<file path="src/rtl/pong_pkg.sv">
// Shared types and default widths for the pong ball engine.
package pong_pkg;

   localparam int COORD_W_DEF = 10;
   localparam int SPEED_W_DEF = 3;

   typedef enum logic [2:0] {
      S_IDLE  = 3'd0,
      S_SERVE = 3'd1,
      S_PLAY  = 3'd2,
      S_POINT = 3'd3,
      S_OVER  = 3'd4
   } state_t;

   localparam logic [1:0] PH_NONE = 2'b00;
   localparam logic [1:0] PH_P1   = 2'b01;
   localparam logic [1:0] PH_P2   = 2'b10;

endpackage

</file>
<file path="src/rtl/score_counter.sv">
// One player's score: synchronous clear, increment, and a flag that the value
// about to be written equals the winning score.
module score_counter #(
   parameter int SCORE_W   = 4,
   parameter int MAX_SCORE = 9
) (
   input  logic               bclk,
   input  logic               reset,
   input  logic               clr,
   input  logic               inc,
   output logic [SCORE_W-1:0] count,
   output logic               reach_max
);

   logic [SCORE_W-1:0] count_q, count_d;

   always_comb begin
      count_d = count_q;
      if (clr) begin
         count_d = '0;
      end else if (inc) begin
         count_d = count_q + 1'b1;
      end
   end

   always_ff @(posedge bclk) begin
      if (reset) begin
         count_q <= '0;
      end else begin
         count_q <= count_d;
      end
   end

   assign count     = count_q;
   assign reach_max = (count_d == SCORE_W'(MAX_SCORE));

endmodule

</file>
<file path="src/rtl/ball_engine.sv">
// Pong ball engine: serve/play/point FSM, ball motion with wall and paddle
// bounces, speed-up after repeated paddle hits, and per-player scoring.
module ball_engine
   import pong_pkg::*;
#(
   parameter int COORD_W     = COORD_W_DEF,
   parameter int FIELD_W     = 640,
   parameter int FIELD_H     = 360,
   parameter int X_MIN       = 2,
   parameter int Y_MIN       = 5,
   parameter int X_DEF       = 20,
   parameter int Y_DEF       = 20,
   parameter int SPEED_W     = SPEED_W_DEF,
   parameter int SERVE_TICKS = 60,
   parameter int SCORE_W     = 4,
   parameter int MAX_SCORE   = 9,
   parameter int HITS_PER_UP = 4
) (
   input  logic               bclk,
   input  logic               reset,
   input  logic               step,
   input  logic               serve,
   input  logic [SPEED_W-1:0] speed_init,
   input  logic [COORD_W-1:0] paddle1_x1,
   input  logic [COORD_W-1:0] paddle1_x2,
   input  logic [COORD_W-1:0] paddle2_x1,
   input  logic [COORD_W-1:0] paddle2_x2,
   output logic [COORD_W-1:0] ball_x,
   output logic [COORD_W-1:0] ball_y,
   output logic [SPEED_W-1:0] ball_speed,
   output logic [2:0]         state,
   output logic               ball_sound,
   output logic [1:0]         paddle_hit,
   output logic               point_p1,
   output logic               point_p2,
   output logic [SCORE_W-1:0] score1,
   output logic [SCORE_W-1:0] score2,
   output logic               game_over
);

   localparam int CW    = COORD_W + 1;
   localparam int SRV_W = (SERVE_TICKS > 0) ? $clog2(SERVE_TICKS + 1) : 1;
   localparam int HIT_W = $clog2(HITS_PER_UP + 1);
   localparam logic [CW-1:0] X_LO = CW'(X_MIN);
   localparam logic [CW-1:0] X_HI = CW'(FIELD_W - 4);
   localparam logic [CW-1:0] Y_LO = CW'(Y_MIN);
   localparam logic [CW-1:0] Y_HI = CW'(FIELD_H - 5);
   localparam logic [SPEED_W-1:0] SPD_MAX = '1;

   state_t             state_q, state_d;
   logic [COORD_W-1:0] x_q, x_d, y_q, y_d;
   logic               xdir_q, xdir_d, ydir_q, ydir_d;   // 1 = coordinate increasing
   logic [SPEED_W-1:0] spd_q, spd_d, spd_init;
   logic [SRV_W-1:0]   srv_q, srv_d;
   logic [HIT_W-1:0]   hits_q, hits_d;
   logic               sound_q, sound_d, pt1_q, pt1_d, pt2_q, pt2_d, over_q, over_d;
   logic [1:0]         phit_q, phit_d;
   logic               p1_scored_q, p1_scored_d;
   logic               score_clr, rally_reset;
   logic [1:0]         score_inc, score_max;
   logic [SCORE_W-1:0] score_val [2];
   logic [CW-1:0]      xw, yw, sw;
   logic               y_hit, y_miss, x_bounce;

   assign spd_init = (speed_init == '0) ? SPEED_W'(1) : speed_init;

   always_comb begin
      state_d     = state_q;
      x_d         = x_q;
      y_d         = y_q;
      xdir_d      = xdir_q;
      ydir_d      = ydir_q;
      spd_d       = spd_q;
      srv_d       = srv_q;
      hits_d      = hits_q;
      over_d      = over_q;
      p1_scored_d = p1_scored_q;
      sound_d     = 1'b0;
      phit_d      = PH_NONE;
      pt1_d       = 1'b0;
      pt2_d       = 1'b0;
      score_clr   = 1'b0;
      score_inc   = 2'b00;
      rally_reset = 1'b0;
      y_hit       = 1'b0;
      y_miss      = 1'b0;
      x_bounce    = 1'b0;
      xw          = CW'(x_q);
      yw          = CW'(y_q);
      sw          = CW'(spd_q);

      case (state_q)
         S_IDLE: if (serve) begin
            srv_d   = SRV_W'(SERVE_TICKS);
            state_d = S_SERVE;
         end
         S_SERVE: if (step) begin
            if (srv_q == '0) state_d = S_PLAY;
            else             srv_d   = srv_q - 1'b1;
         end
         S_PLAY: if (step) begin
            // Paddle lines: the pre-update x decides hit versus miss.
            if (!ydir_q && yw <= Y_LO + sw) begin
               if (xw >= CW'(paddle1_x1) && xw <= CW'(paddle1_x2)) begin
                  y_hit  = 1'b1;
                  y_d    = COORD_W'(Y_MIN);
                  phit_d = PH_P1;
               end else begin
                  y_miss      = 1'b1;
                  p1_scored_d = 1'b0;
               end
            end else if (ydir_q && yw + sw >= Y_HI) begin
               if (xw >= CW'(paddle2_x1) && xw <= CW'(paddle2_x2)) begin
                  y_hit  = 1'b1;
                  y_d    = COORD_W'(FIELD_H - 5);
                  phit_d = PH_P2;
               end else begin
                  y_miss      = 1'b1;
                  p1_scored_d = 1'b1;
               end
            end else begin
               y_d = ydir_q ? COORD_W'(yw + sw) : COORD_W'(yw - sw);
            end

            if (y_miss) begin
               y_d     = y_q;
               state_d = S_POINT;
            end else begin
               if (!xdir_q && xw <= X_LO + sw) begin
                  x_d      = COORD_W'(X_MIN);
                  x_bounce = 1'b1;
               end else if (xdir_q && xw + sw >= X_HI) begin
                  x_d      = COORD_W'(FIELD_W - 4);
                  x_bounce = 1'b1;
               end else begin
                  x_d = xdir_q ? COORD_W'(xw + sw) : COORD_W'(xw - sw);
               end
               if (x_bounce) xdir_d = !xdir_q;
               if (y_hit)    ydir_d = !ydir_q;
               sound_d = x_bounce | y_hit;
               if (y_hit) begin
                  if (hits_q + 1'b1 == HIT_W'(HITS_PER_UP)) begin
                     hits_d = '0;
                     if (spd_q != SPD_MAX) spd_d = spd_q + 1'b1;
                  end else begin
                     hits_d = hits_q + 1'b1;
                  end
               end
            end
         end
         S_POINT: begin
            score_inc = {!p1_scored_q, p1_scored_q};
            pt1_d     = p1_scored_q;
            pt2_d     = !p1_scored_q;
            if (|(score_inc & score_max)) begin
               state_d = S_OVER;
               over_d  = 1'b1;
            end else begin
               state_d     = S_IDLE;
               rally_reset = 1'b1;
            end
         end
         S_OVER: if (serve) begin
            score_clr   = 1'b1;
            over_d      = 1'b0;
            srv_d       = SRV_W'(SERVE_TICKS);
            state_d     = S_SERVE;
            rally_reset = 1'b1;
         end
         default: state_d = S_IDLE;
      endcase

      // New rally heads toward whoever conceded the last point.
      if (rally_reset) begin
         x_d    = COORD_W'(X_DEF);
         y_d    = COORD_W'(Y_DEF);
         xdir_d = 1'b1;
         ydir_d = p1_scored_q;
         spd_d  = spd_init;
         hits_d = '0;
      end
   end

   always_ff @(posedge bclk) begin
      if (reset) begin
         state_q     <= S_IDLE;
         x_q         <= COORD_W'(X_DEF);
         y_q         <= COORD_W'(Y_DEF);
         xdir_q      <= 1'b1;
         ydir_q      <= 1'b1;
         spd_q       <= spd_init;
         srv_q       <= '0;
         hits_q      <= '0;
         sound_q     <= 1'b0;
         phit_q      <= PH_NONE;
         pt1_q       <= 1'b0;
         pt2_q       <= 1'b0;
         over_q      <= 1'b0;
         p1_scored_q <= 1'b0;
      end else begin
         state_q     <= state_d;
         x_q         <= x_d;
         y_q         <= y_d;
         xdir_q      <= xdir_d;
         ydir_q      <= ydir_d;
         spd_q       <= spd_d;
         srv_q       <= srv_d;
         hits_q      <= hits_d;
         sound_q     <= sound_d;
         phit_q      <= phit_d;
         pt1_q       <= pt1_d;
         pt2_q       <= pt2_d;
         over_q      <= over_d;
         p1_scored_q <= p1_scored_d;
      end
   end

   genvar gi;
   generate
      for (gi = 0; gi < 2; gi++) begin : g_score
         score_counter #(
            .SCORE_W  (SCORE_W),
            .MAX_SCORE(MAX_SCORE)
         ) u_score (
            .bclk     (bclk),
            .reset    (reset),
            .clr      (score_clr),
            .inc      (score_inc[gi]),
            .count    (score_val[gi]),
            .reach_max(score_max[gi])
         );
      end
   endgenerate

   assign ball_x     = x_q;
   assign ball_y     = y_q;
   assign ball_speed = spd_q;
   assign state      = state_q;
   assign ball_sound = sound_q;
   assign paddle_hit = phit_q;
   assign point_p1   = pt1_q;
   assign point_p2   = pt2_q;
   assign score1     = score_val[0];
   assign score2     = score_val[1];
   assign game_over  = over_q;

endmodule

</file>
<file path="config.mk">
export PLATFORM = sky130hd
export DESIGN_NAME = ball_engine
export DESIGN_NICKNAME = d
export VERILOG_FILES = /design/src/rtl/pong_pkg.sv /design/src/rtl/score_counter.sv /design/src/rtl/ball_engine.sv
export SDC_FILE = /design/constraint.sdc
export NUM_CORES = 1
export LEC_CHECK = 0
export ABC_AREA = 0
export BUFFER_PORTS_ARGS = -buffer_cell sky130_fd_sc_hd__buf_2
export CORE_ASPECT_RATIO = 0.5
export CORE_MARGIN = 2
export CORE_UTILIZATION = 42
export DETAILED_ROUTE_END_ITERATION = 10
export GPL_ROUTABILITY_DRIVEN = 1
export GPL_TIMING_DRIVEN = 0
export SETUP_SLACK_MARGIN = 0.2
export SYNTH_ARGS = -nofsm -noshare
export SYNTH_HDL_FRONTEND = slang
export SYNTH_SLANG_ARGS = --single-unit
</file>
<file path="constraint.sdc">
create_clock -name bclk -period 4 [get_ports bclk]
set_input_delay 1.2 -clock bclk [delete_from_list [all_inputs] [get_ports bclk]]
set_output_delay 1.2 -clock bclk [all_outputs]
set_load 0.05 [all_outputs]
</file>
After elaboration in Yosys (flattened, before gate mapping)
Cells that the tools add are included.

cells by class
  mux-type cells = 71
  eq/ne operators = 22
  magnitude comparators = 8
  bitwise logic cells = 6
  add/sub/neg operators = 11
  reductions and logical operators = 39

operators with widths
  cell                  number
  $mux 10               8
  $mux 3                16
  $mux 1                32
  $add 10x3->11         2
  $ge 10x10->1          2
  $le 10x10->1          2
  $le 10x4->1           2
  $ne 2x2->1 const B    10
  $sub 10x3->10         2
  $mux 6                3
  $mux 4                4
  $reduce_and 4->1      4
  $reduce_and 5->1      3
  $reduce_bool 3->1     5
  $pmux 3 s4            1
  $pmux 6 s2            1
  $reduce_bool 2->1     6
  $ge 11x10->1 const B  1
  $ge 11x9->1 const B   1
  $add 4x1->4 const B   2
  $eq 4x4->1 const B    2
  $mux 2                4
  $reduce_or 2->1       4
  $add 3x1->3 const B   2
  21 further kinds      38

storage, ports and cells
  word-level logic and storage cells = 173
  output and inout port bits = 40
  register bits = 52
  input port bits = 47

Longest topological paths before layout
Gate-level depths: netlist of run 1.

  depth in word-level cells = 13
  mapped depth = 13

Cells and area by module
Synthesis of run 1 repeated with hierarchy kept, for this count alone.

second synthesis, totals
  cells, all modules = 616
  area, all modules = 4922.2 µm²

modules (own cells, without submodules)
  module         times used  seq. area each (µm²)  area each (µm²)  cells an instance
  ball_engine    1           910.9                 4434.3           572
  score_counter  2           80.1                  244.0            22

Worst setup path after synthesis of run 1
OpenSTA, ideal clock, no wires.

  path kind = input -> register
  from = in paddle2_x2[3]
  to = reg spd_q[0], in the netlist ball_speed[0] (enable)
  stages = 9
  buffers on the path = 0
  setup time = 0.344 ns
  arrival = 3.302 ns
  path slack = 0.354 ns
  path through = inv_1 -> ha_1 -> a21o_1 -> a21o_1 -> a2111oi_0 -> a2bb2oi_1 -> a31o_2 -> nand2_1 -> o21ai_0

on the way
  word-level cells in the longest chain between the ends = 9
  elaborated cells on any way between the ends = 15
  classes of those cells = order compare: 1; eq/ne: 1; mux: 10; reduce/logical: 3

ends and longest elaborated chain
  what                                                              line                RTL
  start: declaration                                                ball_engine.sv:27   input logic [COORD_W-1:0] paddle2_x2,
  $le 10x10->1 *                                                    ball_engine.sv:113  if (xw >= CW'(paddle2_x1) && xw <= CW'(paddle2_x2)) begin
  $logic_and 1x1->1 *                                               ball_engine.sv:113
  $mux 1                                                            ball_engine.sv:113
  $mux 1                                                            ball_engine.sv:112  end else if (ydir_q && yw + sw >= Y_HI) begin
  $mux 1                                                            ball_engine.sv:103  if (!ydir_q && yw <= Y_LO + sw) begin
  $mux 1                                                            ball_engine.sv:101  S_PLAY: if (step) begin
  $mux 1                                                            ball_engine.sv:92   case (state_q)
  $ne 3x3->1 (no line) / $reduce_bool 3->1 (equally long branches)  n/a
  $reduce_and 6->1 (no line) *                                      n/a
  end signal: assignment                                            ball_engine.sv:191  spd_q <= spd_init;
  end signal: assignment                                            ball_engine.sv:206  spd_q <= spd_d;
  end: declaration                                                  ball_engine.sv:53   logic [SPEED_W-1:0] spd_q, spd_d, spd_init;

Mark *: on every way between the ends. The rest lies on a longest branch, timed or not. The select of a mux whose other input is x is not followed.
A chain may end at the register's enable or synchronous reset.

Worst setup path after layout of run 1
  from = in paddle1_x2[5]
  to = reg x_q[1], in the netlist ball_x[1]

on the way
  word-level cells in the longest chain between the ends = 8

ends and longest elaborated chain
  what                        line                RTL
  start: declaration          ball_engine.sv:25   input logic [COORD_W-1:0] paddle1_x2,
  $le 10x10->1                ball_engine.sv:104  if (xw >= CW'(paddle1_x1) && xw <= CW'(paddle1_x2)) begin
  $logic_and 1x1->1           ball_engine.sv:104
  $mux 1                      ball_engine.sv:104
  $mux 1                      ball_engine.sv:103
  $mux 1                      ball_engine.sv:101
  $mux 1                      ball_engine.sv:92
  $not 1->1 (no line)         n/a
  $reduce_and 3->1 (no line)  n/a
  end signal: assignment      ball_engine.sv:187  x_q <= COORD_W'(X_DEF);
  end: declaration            ball_engine.sv:51   logic [COORD_W-1:0] x_q, x_d, y_q, y_d;

Every way passes these cells. The select of a mux whose other input is x is not followed.

==> results of run 1 <==
## through the flow
step	TNS, ns	hold slack, ns	std cells	utilization, %
finish	0	0.4616	856	51.22
global placement	-5.134	0.4468	840	48.90
global route	0	0.4769	856	51.22
detailed placement	-3.246	0.4469	840	48.90
CTS	0	0.4606	848	50.49
floorplan	0	0.4575	610	-
## cell type report
cell class                      instances  area, um2  share of cell area [%]
Buffer                                 27      113.9                   2.012
Clock buffer                            5      125.1                   2.211
Clock inverter                          3      25.02                  0.4423
Inverter                               65      244.0                   4.312
Multi-Input combinational cell        466       3412                   60.31
Sequential cell                        52       1071                   18.93
Tap cell                              145      181.4                   3.207
Timing Repair Buffer                   93      485.5                   8.580
## layer usage
metal / wire length (um) / share of wire [%] / vias to the layer above / global-route usage [%]
li1: - / - / 2415 / -
met1: 6551 / 50 / 2148 / 29.00
met2: 5707 / 43 / 134 / 35.91
met3: 705 / 5.4 / 16 / 3.094
met4: 184 / 1.4 / 0 / 5.278
met5: 0 / 0 / - / 0
## report_power, final
group	switching (mW)	leakage [nW]	internal, mW
sequential	0.0251	0.426	0.541
combinational	0.203	2.08	0.139
clock	0.216	0.0708	0.237
## flip-flops by register name, summed over array words and instances (netlist names)
signal                 flops
ball_x                    10
ball_y                    10
g_score.u_score.count      8
srv_q                      6
ball_speed                 3
hits_q                     3
state                      3
paddle_hit                 2
ball_sound                 1
game_over                  1
p1_scored_q                1
point_p1                   1
point_p2                   1
xdir_q                     1
ydir_q                     1
## Yosys cell counts (3+ instances only)
cell type | instances | area [um2]
ha_1 | 70 | 875.8
inv_1 | 65 | 244.0
dfxtp_1 | 49 | 980.9
nand2_1 | 49 | 183.9
a21oi_1 | 44 | 220.2
nor2_1 | 42 | 157.7
o21ai_0 | 39 | 195.2
clkbuf_1 | 20 | 75.07
nand3_1 | 19 | 95.09
nor3_1 | 14 | 70.07
a211oi_1 | 11 | 82.58
nand2b_1 | 9 | 56.30
nor4_1 | 9 | 56.30
or3_1 | 8 | 50.05
xnor2_1 | 8 | 70.07
a31oi_1 | 7 | 43.79
xor2_1 | 7 | 61.31
nand4_1 | 6 | 37.54
and2_1 | 5 | 31.28
fa_1 | 5 | 100.1
mux2i_1 | 5 | 50.05
nor2b_1 | 5 | 31.28
nor4b_1 | 5 | 43.79
a21o_1 | 4 | 30.03
a221oi_1 | 4 | 35.03
a31o_2 | 4 | 35.03
and4_1 | 4 | 35.03
buf_2 | 4 | 20.02
nor3b_1 | 4 | 30.03
o211ai_1 | 4 | 30.03
o21a_1 | 4 | 30.03
o21bai_1 | 4 | 30.03
or4_1 | 4 | 30.03
a2111oi_0 | 3 | 26.28
a211o_1 | 3 | 26.28
a32oi_1 | 3 | 26.28
and3_1 | 3 | 18.77
edfxtp_1 | 3 | 90.09
o2111ai_1 | 3 | 26.28
## final timing paths
path	end	slack, ns	cells after the start
setup / recovery	ball_x[1]	0.35	13
hold / removal	game_over	0.46	2
setup reg to reg	ball_x[1]	0.53	13
hold reg to reg	game_over	0.46	2
## what timing repair did
item,CTS,global route
gates resized for setup,7,6
pin swaps,2,2
setup buffers,0,8
setup endpoints to repair,18,26
## worst register-to-register path, stage by stage, from the launching register on
cell and delay (ns):
edfxtp_1 0.55, ha_1 0.24, inv_1 0.06, fa_1 0.45
o21bai_2 0.24, and3_1 0.21, nor3b_1 0.22, o21bai_2 0.15
nand2_1 0.24, o31a_1 0.15, buf_2 0.25, buf_2 0.30
o21ai_0 0.18, a21oi_1 0.15
## logic make-up (layout without fill, tap and decap cells)
kind of cell | count (synthesis) | after routing
AND/OR/NAND/NOR | 201 | 201
AO/OA/AOI/OAI | 168 | 168
buffers and inverters | 92 | 193
adder cells (fa/ha/maj) | 75 | 75
flip-flops | 52 | 52
XOR/XNOR | 15 | 15
multiplexers | 7 | 7
## layout by cell type (no fill, tap or decap), types with 4 or more instances in the layout
| cell type | netlist | routed |
|---|---|---|
| a211oi_1 | 11 | 11 |
| a21o_1 | 4 | 4 |
| a21oi_1 | 44 | 43 |
| a221oi_1 | 4 | 4 |
| a31o_2 | 4 | 4 |
| a31oi_1 | 7 | 7 |
| and2_1 | 5 | 5 |
| and4_1 | 4 | 4 |
| buf_2 | 4 | 89 |
| buf_4 | 0 | 8 |
| clkbuf_1 | 20 | 20 |
| clkbuf_16 | 0 | 5 |
| dfxtp_1 | 49 | 49 |
| fa_1 | 5 | 5 |
| ha_1 | 70 | 70 |
| inv_1 | 65 | 65 |
| mux2i_1 | 5 | 5 |
| nand2_1 | 49 | 49 |
| nand2b_1 | 9 | 9 |
| nand3_1 | 19 | 19 |
| nand4_1 | 6 | 6 |
| nor2_1 | 42 | 42 |
| nor2b_1 | 5 | 5 |
| nor3_1 | 14 | 14 |
| nor3b_1 | 4 | 4 |
| nor4_1 | 9 | 9 |
| nor4b_1 | 5 | 5 |
| o211ai_1 | 4 | 4 |
| o21ai_0 | 39 | 37 |
| o21ai_1 | 2 | 4 |
| or3_1 | 8 | 8 |
| or4_1 | 4 | 4 |
| xnor2_1 | 8 | 8 |
| xor2_1 | 7 | 7 |
==> impl_metrics.toml, run 1 <==
[logic_synthesis]
yosysUniqueCellTypes = 76
avgSynthCellArea_um2 = 7.860
yosys_warnings = 0
synthXorXnorAreaFrac_pct = 2.740
synth_adder_area_share_pct = 20.35
synthArstFlopShare_pct = 0
synth_area_um2 = 4795
muxShareOfSynthArea_pct = 1.592
synth-main-ff-cell = "dfxtp_1"
seq_area_frac_synth_pct = 22.34
synth-seq-cells = 52
synth_nets = 732
synth_top_family_by_area = "compound AO/OA/AOI/OAI gates"
netlist_instances = 610
synth_compound_area_share_pct = 23.33
synthSimpleGateAreaFrac_pct = 22.18
synth_edf_count = 3

[drt]
vias = 4713
drt_iter0_drc = 277
drt-total-wl_mm = 13.15
drcViolationCount = 0
avgRoutedWirePerCell_um = 15.36
dr.pass1.iters = 4
drt-vias-per-instance = 5.506
ant_nets = 0

[placed_design]
gp_congestion = 0.8734
io_buffer_count = 85
hpwl_mm = 9.997
dp_slack_ns = -0.4627
placed_area_um2 = 5401

[global_route]
grt_pass1_vias = 4447
grt_antenna_before_repair = 0
overflow = 0
grt_start_max_net_pins = 19
grt_pass1_wl_mm = 21.34
grt_usage_pct = 21.34

[setup_path]
cp_slowest_cell = "a2111oi_2"
cp-end-kind = "flop"
critPathMaxStageDelay_ns = 0.43
path_buf_inv = 4
path_class = "primary input to flop"
critPathMaxFanout = 10
startpoint_type = "primary input"
cp.required_ns = 4.23
critPathLaunch = "paddle1_x2[5]"
cp_top_family = "compound AO/OA/AOI/OAI gates"
critPathMostFrequentCell = "buf_2"
cp_cell_sequence = "buf_2 > inv_1 > ha_1 > a21oi_1 > o21ai_0 > a2111oi_2 > o221ai_2 > a21oi_2 > o31a_1 > buf_2 > buf_2 > o21ai_0 > a21oi_1"
reg2reg_from = "ball_speed[0]"
critPathArrivalTime_ns = 3.88

[floorplan]
placementRows = 27
die_h_um = 79.55
core-area_um2 = 11050
initial_core_util_pct = 43.40
dieWidth_um = 155.1
ios = 87
die_area_um2 = 12340

[clock_tree]
insertion_delay_ns = 0.30
cts_tree = "built"
clock_path_buffers = 2
cts.reportedPaths.clkPinSlew_ns = 0.08
cts_root_buf = "clkbuf_16"
hold_buffers = 0
cts_buffers = 5
cts.sinks = 52
cts.htree.levels = 2

[cells_and_area]
post-route-cell-area_um2 = 5658
final_nets = 832
area_growth_pct = 18.01
num_antenna_cells = 0
drive_above_1_share_pct = 18.42
fillCellCount = 1108

[pwr]
p_leak_nw = 2.577
power_density_nw_per_um2 = 240.9
vdd_drop_max_v = 0.0001671
power_mw = 1.363

[sta]
post-route-worst-setup-slack_ns = 0.3498
slew_headroom_pct = 22.28
max_freq_ghz = 0.2740
rsz0062_at_grt = "yes"
drv_slew = 0
period_needed_ns = 3.650
fin_crit_sh_pct = 91.26
hold_viol = 0
fin_skew_ns = 0.006625
setup-violations-final = 0
tightestPinTransition_ns = 1.157

[hold_path]
hold_class = "flop to flop"
hold_start = "game_over"

[job]
cap_violations = 0

[outcome]
status = "finished, final reports clean"
(Power assumes the default switching activity.)
==> run 2, diff against run 1 <==
--- a/config.mk
+++ b/config.mk
@@ -16,4 +16,5 @@
 export SETUP_SLACK_MARGIN = 0.2
 export SYNTH_ARGS = -nofsm -noshare
 export SYNTH_HDL_FRONTEND = slang
+export SYNTH_HIERARCHICAL = 1
 export SYNTH_SLANG_ARGS = --single-unit
==> run 2 against run 1 <==
  * Flip-flop and latch count unchanged
  * Cell count increased by 2.2%
  * Largest power group is now the clock network
  * Worst hold slack about the same
  * Critical endpoint is now ball_speed[1]
  * Combinational power decreased by 16%
  * Non-clock buffer count shrank 3
  * Largest cell class unchanged
==> impl_metrics.toml, run 2 <==
[setup_path]
cp_cell_sequence = "buf_2 > nand3_1 > clkinvlp_4 > nor2_1 > mux2i_1 > nor4_2 > mux2_2 > o21ai_1 > or2_2 > clkbuf_1 > buf_2 > o21ai_0"
r2r_slack_ns = 0.52
path_depth = 12
reg2reg_from = "ball_speed[1]"
critPathLaunch = "serve"
startpoint_type = "primary input"
path_buf_inv = 4
critPathMaxFanout = 10
crit_path_end = "ball_speed[1]"
reg2regPathDepth = 9
critPathMostFrequentCell = "buf_2"
cp-end-kind = "flop"
critPathMaxStageDelay_ns = 0.35
path_class = "primary input to flop"
critPathArrivalTime_ns = 3.62
cp.required_ns = 4.05
reg2reg_to = "ball_speed[1]"
cp_slowest_cell = "buf_2"
cp_top_family = "buffers and inverters"

[floorplan]
ios = 87
core-area_um2 = 11220
initial_core_util_pct = 43.89
die_area_um2 = 12650
die_h_um = 80.55
dieWidth_um = 157.1
placementRows = 27

[logic_synthesis]
synth_nets = 738
synth_area_um2 = 4922
yosysUniqueCellTypes = 75
synth-seq-cells = 52
synthArstFlopShare_pct = 0
synth_common_cells = "inv_1 (71), ha_1 (70), a21oi_1 (55), dfxtp_1 (49), nor2_1 (48)"
yosys_warnings = 6
seq_area_frac_synth_pct = 21.76
ys_top_cells_by_area = "dfxtp_1 (20%), ha_1 (18%), a21oi_1 (5.6%)"
avgSynthCellArea_um2 = 7.991
synth_edf_count = 3
netlist_instances = 616
synth-main-ff-cell = "dfxtp_1"
synth_top_area_share_pct = 19.93
post-synth-top-count-cell = "inv_1"
yosys.area.top_type = "dfxtp_1"

[global_route]
grt_usage_pct = 21.01
grt_start_max_net_pins = 17
overflow = 0
grt_pass1_wl_mm = 21.42
grt_pass1_vias = 4416
grt_antenna_before_repair = 0

[placed_design]
hpwl_mm = 9.974
placed_cells = 861
gp_congestion = 0.9367
io_buffer_count = 86

[sta]
fin_skew_ns = 0.007803
hold_viol = 0
fin_crit_sh_pct = 89.33
setup-violations-final = 0
period_needed_ns = 3.573
rsz0062_at_grt = "no"
max_freq_ghz = 0.2799
slew_headroom_pct = 42.89
hold_slack_ns = 0.4613
tightestPinTransition_ns = 0.8496
drv_slew = 0

[pwr]
p_leak_nw = 2.652
vdd_drop_max_v = 0.0001679
power_density_nw_per_um2 = 248.0

[clock_tree]
cts.reportedPaths.clkPinSlew_ns = 0.07
cts_buffers = 5
cts_tree = "built"
clock_path_buffers = 2
insertion_delay_ns = 0.30
cts_root_buf = "clkbuf_16"
hold_buffers = 0
cts.sinks = 52
cts.htree.levels = 2

[cells_and_area]
fin_cells = 875
final_nets = 837
drive_above_1_share_pct = 21.37
num_antenna_cells = 0
layout_common_cells = "buf_2 (93), inv_1 (70), ha_1 (70)"
area_growth_pct = 18.40
fillCellCount = 1107
mostFrequentLayoutCell = "buf_2"

[job]
cap_violations = 0

[drt]
drcViolationCount = 0
dr.pass1.iters = 4
avgRoutedWirePerCell_um = 14.85
drt-total-wl_mm = 13.00
drt-vias-per-instance = 5.355
vias = 4686
ant_nets = 0
drt_iter0_drc = 264

[outcome]
status = "finished, final reports clean"

[hold_path]
hold_class = "flop to flop"
==> run 2: cell count changes after synthesis, moves of 7 or more <==
cell,previous run,this run
nand2_1,49,42
clkbuf_1,20,12
o21ai_1,2,9
o21ai_0,39,24
a21oi_1,44,55
nor3_1,14,27
nand2b_1,9,2
nand4_1,6,13
==> run 2: routing by layer <==
layer	part of all wire [%]	wire length, um	track usage, %
met1	49	6336	28.98
met2	43	5628	34.91
met3	7.0	910	3.184
met4	0.93	121	4.273
met5	0	0	0
==> run 2: tightest hold or removal path: cells and delay by family, from the launching register on <==
kind               cells  cell delay [ns]
AOI/OAI and AO/OA      1             0.06
DFF                    1             0.31
and+or+nand+nor        1             0.05
==> run 2: through the flow <==
stage	power (mW)	setup slack [ns]	TNS (ns)	util (%)	instance area, um2
after floorplan	0.7743	0.4889	0	-	4922
after global placement	0.8561	-0.4038	-2.819	49.50	5552
after detailed placement	0.8577	-0.4010	-2.382	49.50	5552
after CTS	1.456	0.2445	0	51.54	5781
after global routing	1.523	0.1892	0	51.96	5828
final	1.445	0.4269	0	51.96	5828
==> run 2: report_power, final <==
group / leakage (nW) / total [mW] / switching (mW) / internal [mW]
Clock: 0.102 / 0.598 / 0.201 / 0.397
Sequential: 0.426 / 0.558 / 0.0198 / 0.538
Combinational: 2.12 / 0.289 / 0.171 / 0.118
Total: 2.65 / 1.45 / 0.392 / 1.05
==> run 2: layout make-up <==
type                       instances  area (um2)  share of cell area (%)
multi-input combinational        467        3450                   59.19
tap                              159       198.9                   3.413
clock buffer                       6       150.1                   2.576
timing repair buffer              91       467.9                   8.029
buffer                            26       155.1                   2.662
clock inverter                     2       60.06                   1.030
timing repair inverter             1       5.005                 0.08587
sequential                        52        1071                   18.38
inverter                          71       270.3                   4.637
==> run 2: kinds of logic (layout without fill, tap and decap cells) <==
kind of cell | count (synthesis) | after routing | synth area share (%)
DFF | 52 | 52 | 21.76
adders and majority gates | 75 | 75 | 19.83
xor gates and xnor gates | 16 | 16 | 2.847
and+or+nand+nor | 202 | 202 | 22.88
muxes | 7 | 7 | 1.449
buffers and inverters | 97 | 197 | 8.490
AOI/OAI and AO/OA | 167 | 167 | 22.75
==> run 2: timing repair <==
item	CTS	global route
endpoints found under the hold margin	0	0
pin swaps	1	0
setup endpoints to repair	8	21
buffers inserted	1	4
gates resized for setup	4	4
gates cloned	0	1
==> run 2: worst min path at each step <==
stage	from	endpoint	slack [ns]	depth (start not counted)
after global placement	game_over	game_over	0.44	2
after global routing	game_over	game_over	0.48	2
final	game_over	game_over	0.46	2
after floorplan	hits_q[1]	hits_q[1]	0.46	2
after CTS	game_over	game_over	0.46	2
after detailed placement	game_over	game_over	0.45	2
